$ cat src/rtl/modulo_unit.sv
// Iterative unsigned divider serving the GCD controller's modulo request.
// A restoring shift-subtract division produces one quotient bit per cycle.
// Remainder, quotient and the divide-by-zero flag are held from the ready
// pulse until the next request is accepted.
module modulo_unit #(
  parameter int WIDTH = 32
) (
  input  logic             clk,
  input  logic             rst_i,
  input  logic             modulo_start_i,
  input  logic [WIDTH-1:0] a_i,
  input  logic [WIDTH-1:0] b_i,
  output logic             modulo_ready_o,
  output logic [WIDTH-1:0] remainder_o,
  output logic [WIDTH-1:0] quotient_o,
  output logic             div_by_zero_o,
  output logic             busy_o
);

  localparam int CW = $clog2(WIDTH + 1);

  typedef enum logic [1:0] {
    S_IDLE,
    S_CALC,
    S_DONE,
    S_RELEASE
  } state_t;

  state_t           r_state;
  state_t           w_next;

  logic [WIDTH-1:0] r_b;
  logic [WIDTH-1:0] r_rem;
  logic [WIDTH-1:0] r_quo;
  logic [CW-1:0]    r_cnt;
  logic             r_ready;
  logic [WIDTH-1:0] r_rem_out;
  logic [WIDTH-1:0] r_quo_out;
  logic             r_dbz;
  logic             r_busy;

  // Partial remainder after the shift; one extra bit so the top dividend bit
  // cannot be lost when the divisor has its MSB set.
  logic [WIDTH:0]   w_rem_sh;
  logic [WIDTH:0]   w_trial;
  logic             w_fits;
  logic [WIDTH-1:0] w_rem_next;
  logic [WIDTH-1:0] w_quo_next;
  logic             w_last;

  // One restoring-division step: shift, trial-subtract, keep or restore.
  always_comb begin
    w_rem_sh   = {r_rem, r_quo[WIDTH-1]};
    w_trial    = w_rem_sh - {1'b0, r_b};
    // The partial remainder is always below 2*b, so the trial result fits in
    // WIDTH+1 bits and its MSB is a valid sign bit.
    w_fits     = ~w_trial[WIDTH];
    w_rem_next = w_fits ? w_trial[WIDTH-1:0] : w_rem_sh[WIDTH-1:0];
    w_quo_next = {r_quo[WIDTH-2:0], w_fits};
    w_last     = (r_cnt == CW'(1));
  end

  // State register.
  always_ff @(posedge clk) begin
    if (rst_i) begin
      r_state <= S_IDLE;
    end else begin
      // NOTE: non-blocking assignments in clocked blocks so every register
      // samples values from before the edge, independent of statement order.
      r_state <= w_next;
    end
  end

  // Next-state logic: start is only sampled in IDLE, DONE and RELEASE.
  always_comb begin
    // NOTE: default first so every path assigns w_next and no latch is inferred.
    w_next = r_state;
    unique case (r_state)
      S_IDLE:    if (modulo_start_i) w_next = (b_i == '0) ? S_DONE : S_CALC;
      S_CALC:    if (w_last) w_next = S_DONE;
      S_DONE:    w_next = modulo_start_i ? S_RELEASE : S_IDLE;
      S_RELEASE: if (!modulo_start_i) w_next = S_IDLE;
      default:   w_next = S_IDLE;
    endcase
  end

  // Datapath: operand capture, iteration, result registers and status flags.
  always_ff @(posedge clk) begin
    if (rst_i) begin
      r_b       <= '0;
      r_rem     <= '0;
      r_quo     <= '0;
      r_cnt     <= '0;
      r_ready   <= 1'b0;
      r_rem_out <= '0;
      r_quo_out <= '0;
      r_dbz     <= 1'b0;
      r_busy    <= 1'b0;
    end else begin
      // Ready is high for the single cycle spent in DONE.
      r_ready <= (w_next == S_DONE);
      r_busy  <= (w_next == S_CALC) || (w_next == S_DONE);
      unique case (r_state)
        S_IDLE: begin
          if (modulo_start_i) begin
            r_b   <= b_i;
            r_dbz <= 1'b0;
            if (b_i == '0) begin
              r_rem_out <= a_i;
              r_quo_out <= '1;
              r_dbz     <= 1'b1;
            end else begin
              r_rem <= '0;
              r_quo <= a_i;
              r_cnt <= CW'(WIDTH);
            end
          end
        end
        S_CALC: begin
          r_rem <= w_rem_next;
          r_quo <= w_quo_next;
          r_cnt <= r_cnt - CW'(1);
          if (w_last) begin
            r_rem_out <= w_rem_next;
            r_quo_out <= w_quo_next;
          end
        end
        default: ;
      endcase
    end
  end

  assign modulo_ready_o = r_ready;
  assign remainder_o    = r_rem_out;
  assign quotient_o     = r_quo_out;
  assign div_by_zero_o  = r_dbz;
  assign busy_o         = r_busy;

endmodule

$ cat config.mk
export PLATFORM = sky130hd
export DESIGN_NAME = modulo_unit
export DESIGN_NICKNAME = d
export VERILOG_FILES = /design/src/rtl/modulo_unit.sv
export SDC_FILE = /design/constraint.sdc
export NUM_CORES = 1
export LEC_CHECK = 0
export ABC_AREA = 1
export BUFFER_PORTS_ARGS = -buffer_cell sky130_fd_sc_hd__buf_4
export CAP_MARGIN = 20
export CELL_PAD_IN_SITES_DETAIL_PLACEMENT = 1
export CELL_PAD_IN_SITES_GLOBAL_PLACEMENT = 2
export CORE_ASPECT_RATIO = 0.75
export CORE_UTILIZATION = 32
export DETAILED_ROUTE_END_ITERATION = 16
export HOLD_SLACK_MARGIN = 0.12
export PLACE_DENSITY = 0.9
export SLEW_MARGIN = 0
export SYNTH_ARGS = -nofsm -noshare
export SYNTH_HDL_FRONTEND = slang
export SYNTH_SLANG_ARGS = --single-unit
$ cat constraint.sdc
create_clock -name clk -period 2.6 [get_ports clk]
set_clock_uncertainty 0.1 [all_clocks]
set_input_delay 0.52 -clock clk [delete_from_list [all_inputs] [get_ports clk]]
set_output_delay 0.52 -clock clk [all_outputs]
set_load 0.01 [all_outputs]
; ---- After elaboration in Yosys (flattened, before gate mapping)
; Cells that the tools add are included.
[totals]
regBits = 171
in_bits = 67
wordCells = 55
[op_classes]
add_sub_neg = 2
eq_ne = 10
muxes = 25
n_bitwise = 1
n_reduce_logical = 7
[ops]
columns = operator, n
row1 = $mux W32, 11
row2 = $pmux W32 S2, 4
row3 = $sub A33 B32 Y33, 1
row4 = $logic_not A32 Y1, 1
row5 = $mux W6, 2
row6 = $pmux W6 S2, 1
row7 = $mux W2, 5
row8 = $ne A2 B2 Y1 const B, 4
row9 = $pmux W2 S4, 1
row10 = $eq A2 B2 Y1 const B, 3
row11 = $eq A6 B1 Y1 const B, 1
row12 = $sub A6 B1 Y6 const B, 1
row13 = $eq A2 B1 Y1 const B, 2
row14 = $reduce_and A4 Y1, 1
row15 = $reduce_and A3 Y1, 1
row16 = $logic_not A2 Y1, 1
row17 = $reduce_and A2 Y1, 1
row18 = $reduce_bool A2 Y1, 1
row19 = $logic_or A1 B1 Y1, 1
row20 = $mux W1, 1
row21 = $not A1 Y1, 1

; ---- Longest topological paths before layout
[depth]
word_depth = 6
mapped_depth = 19

; ---- Least setup slack after synthesis
; No wires, ideal clock.
[synth_path]
kind = register to register
from = register r_quo[31]
to = register r_rem_out[25] (netlist: remainder_o[25])
setup_time_ns = 0.109
arrival_time_ns = 1.963
required_time_ns = 2.391
slack_ns = 0.428
path_stages_with_launch = 20
path_buffers = 1
period_less_slack_ns = 2.172
cell_sequence = dfxtp_1 inv_1 ha_1 inv_1 fa_1 nand2_1 nand2_1 nand3_2 nand2_4 nand2_2 nand2_2 nand2_2 nand2_2 nand2_2 nand2_4 buf_8 nand3_1 nand3_1 nand2_1 inv_1
[synth_via]
elab_chain_len = 4
[synth_rtl]
columns = element, line_no
row1 = from (decl), 34  ; logic [WIDTH-1:0] r_quo;
row2 = from (signal assigned), 114  ; r_quo <= a_i;
row3 = from (signal assigned), 121  ; r_quo <= w_quo_next;
row4 = $sub A33 B32 Y33, 54  ; w_trial = w_rem_sh - {1'b0, r_b};
row5 = $mux W32, 58  ; w_rem_next = w_fits ? w_trial[WIDTH-1:0] : w_rem_sh[WIDTH-1:0];
row6 = $mux W32, 123  ; if (w_last) begin
row7 = $pmux W32 S2, 103  ; unique case (r_state)
row8 = to (signal assigned), 109  ; r_rem_out <= a_i;
row9 = to (signal assigned), 124  ; r_rem_out <= w_rem_next;
row10 = to (decl), 37  ; logic [WIDTH-1:0] r_rem_out;
; Every way passes these cells. The select of a mux whose other input is x is not followed.
; A chain may end at the register's enable or synchronous reset.

; ---- Worst setup path after layout
[layout_path]
from = register r_rem[19]
to = register r_rem[31]
[layout_via]
elab_chain_len = 3
[layout_rtl]
columns = element, line_no
row1 = from (decl), 33  ; logic [WIDTH-1:0] r_rem;
row2 = from (signal assigned), 120  ; r_rem <= w_rem_next;
row3 = $sub A33 B32 Y33, 54
row4 = $mux W32, 58
row5 = $pmux W32 S2, 103
; Every way passes these cells.

==> impl_metrics.csv <==
group,metric,value,unit
outcome,outcome,"finished, final reports clean",
cts,cts_max_path_buffers,2,
yosys,syn-num-nets,1705,
setup_path,cp_slowest_cell,"ha_2",
drt,num_vias,10500,
yosys,syn_inst,1602,
global_routing,grt_max_degree,99,
cts,clock_latency,0.46,ns
final_layout,final_util,0.401,
floorplan,io_pins,134,
sta,fin_crit,2.47,ns
sta,slew_headroom,0.616,
hold_path,hold_path_end,"r_quo[15]",
floorplan,start_util,0.328,
yosys,syn_area,10300,um^2
yosys,yosysTopAreaCell,"dfxtp_1",
sta,finalSetupTns,0,ns
global_routing,grt_pass1_vias,10400,
yosys,syn_area_per_cell,6.45,um^2
setup_path,cp-end-kind,"flop",
cts,clk_pin_slew,0.07,ns
global_routing,grt_first_pass_wirelength,56.0,mm
sta,period_share,0.949,
placement,portBuffers,133,
final_layout,syn_to_final_growth,22.4,%
cts,cts_buffers,17,
sta,drv_slew,0,
placement,gp_congestion,0.895,
pwr,seqPwrFrac,0.332,
setup_path,critPathMaxFanout,10,
yosys,synth_top_area_share,0.331,
setup_path,critical_path.top_delay_family,"simple AND/OR/NAND/NOR gates",
flow_run,maxCapViolCount,0,
drt,routed_wl,35.5,mm
global_routing,gr-usage-all-layers,0.218,
setup_path,cpPeakStageDelay,0.39,ns
sta,setup_viol,0,
setup_path,cp-start-kind,"flop",
global_routing,gr-total-overflow,0,
final_layout,layout_common_cells,"nand2_1 (421), inv_1 (248), dfxtp_1 (167), nor2_1 (157), buf_4 (155)",
global_routing,antenna_found_initial,0,
final_layout,diodes,0,
final_layout,final_common_cell,"nand2_1",
floorplan,die_x,209,um
pwr,comb_power_share,0.369,
setup_path,reg2reg_depth,14,
final_layout,drive_above_1_share,0.183,
final_layout,nets,1818,
cts,cts_tree,"built",
yosys,synth_cell_types,41,
setup_path,worst-path-buf-inv,2,
drt,first_iter_violations,504,
cts,numClockSinks,171,
setup_path,path_cells,"ha_2, nand2_1, nor2_1, nand2_1, nor2_2, nand2_4, nand2_2, nand2_2, nand2_4, buf_12, nand3_1, nand3_1, nand2_1, inv_1",
setup_path,rrSetupSlack,0.13,ns
hold_path,min-delay-start,"a_i[15]",
floorplan,rows,56,
sta,fmaxAchievable,0.405,GHz
hold_path,hp-class,"input pin to flop",
pwr,ir_worst_vdd,0.458,mV
pwr,p_per_area,723,nW/um^2
drt,antenna_left,0,
pwr,internal-power,0.00559,W
floorplan,die_h,158,um
drt,firstDrtPassIters,5,
yosys,ys_warn_count,0,
pwr,pwr-share-clk,0.299,
setup_path,crit_path_frequent_cell,"nand2_1",
hold_path,hold_depth,3,
pwr,power_leakage,6.43,nW
cts,holdBufCountCts,0,
sta,hold_viol,0,
drt,viasPerCell,4.91,
placement,dp_hpwl,27.2,mm
setup_path,reg2reg_to,"r_rem[31]",
drt,wl_per_cell,16.6,um
floorplan,core_area,31500,um^2
cts,cts_root_buf,"clkbuf_16",
drt,drcViolationCount,0,
yosys,ys_seq_area_frac,0.331,
pwr,p_switching,0.00355,W
setup_path,cp.arrival,2.76,ns
setup_path,crit_type,"flop to flop",
setup_path,reg2reg_from,"r_rem[19]",
yosys,netlist_top_cells_area,"dfxtp_1 (33%), nand2_1 (16%), inv_1 (9.0%)",
sta,worst_pin_slew,0.576,ns
pwr,swShare,0.388,
yosys,yosys_register_bits,171,
setup_path,required,2.90,ns
cts,htreeDepth,4,
floorplan,die_area,33000,um^2
power by group through the flow:
stage                     combinational (W)  sequential [W]  clock [W]
after floorplan                     0.00212         0.00308          0
after global placement              0.00315         0.00309          0
after detailed placement            0.00322         0.00309          0
after CTS                           0.00324         0.00304    0.00279
after global routing                0.00375         0.00307    0.00290
final                               0.00338         0.00304    0.00273
synth_stat cells, drive strengths merged:
cell type,count
xor2,16
and2,5
nor2,167
inv,254
dlygate4sd1,1
clkbuf,46
a21o,2
ha,35
o21ai,101
nand4,12
nand2,438
a31oi,31
nor3b,1
a21oi,90
nor3,40
clkinv,2
buf,28
fa,1
a221oi,1
or2,3
nand3,155
o21bai,1
dfxtp,171
o211ai,1
worst reg2reg max path, delay by kind of cell, from the launching register on:
family / cells / cell delay [ns]
flops: 1 / 0.36
simple gates: 11 / 1.34
fa+ha+maj: 1 / 0.40
buf+inv: 2 / 0.20
metal layers:
metal,vias up,track usage,wire (um)
met5,-,0,0
met4,0,0.0601,563
met3,39,0.0321,1320
met2,184,0.349,15500
met1,4987,0.306,18100
li1,5264,-,-
per-stage QoR:
stage | instances | instance area [um^2] | setup slack, ns | total power, W | hold WS (ns)
after floorplan | 1602 | 10300 | 0.428 | 0.00520 | 0.335
after global placement | 2101 | 11800 | -0.0707 | 0.00624 | 0.348
after detailed placement | 2101 | 11800 | -0.0909 | 0.00631 | 0.351
after CTS | 2132 | 12400 | 0.0800 | 0.00907 | 0.225
after global routing | 2133 | 12600 | -0.0160 | 0.00972 | 0.245
final | 2133 | 12600 | 0.133 | 0.00914 | 0.246
sequential cells by signal, indices dropped and copies added, names as in the netlist:
name	count
r_b	32
busy_o	1
r_quo	32
r_cnt	6
r_rem	32
div_by_zero_o	1
r_state	2
quotient_o	32
remainder_o	32
modulo_ready_o	1
worst max path at each step:
stage / from / endpoint / slack, ns / cells past startpoint
after floorplan: r_quo[31] / remainder_o[25] / 0.43 / 19
after global placement: b_i[13] / quotient_o[30] / -0.07 / 10
after detailed placement: b_i[13] / r_quo[1] / -0.09 / 11
after CTS: r_b[17] / r_rem[17] / 0.08 / 15
after global routing: r_quo[31] / r_rem[31] / -0.02 / 19
final: r_rem[19] / r_rem[31] / 0.13 / 14
cell type report:
| type | instances | area (um^2) |
|---|---|---|
| Fill cell | 4059 | 18900 |
| Multi-Input combinational cell | 1100 | 5700 |
| Sequential cell | 171 | 3430 |
| Timing Repair Buffer | 169 | 1450 |
| Inverter | 256 | 962 |
| Tap cell | 406 | 508 |
| Clock buffer | 18 | 439 |
| Clock inverter | 13 | 165 |
timing repair:
| action | in CTS | in global routing |
|---|---|---|
| setup endpoints to repair | 0 | 65 |
| buffers inserted | 0 | 0 |
| gates resized for setup | 0 | 46 |
logic make-up after synthesis:
family / Yosys count / share of synthesized area
DFF: 171 / 0.331
adders and majority gates: 36 / 0.0443
buffers and inverters: 331 / 0.135
and+or+nand+nor: 821 / 0.359
xor gates and xnor gates: 16 / 0.0136
AOI/OAI and AO/OA: 227 / 0.117
(Power assumes the default switching activity.)
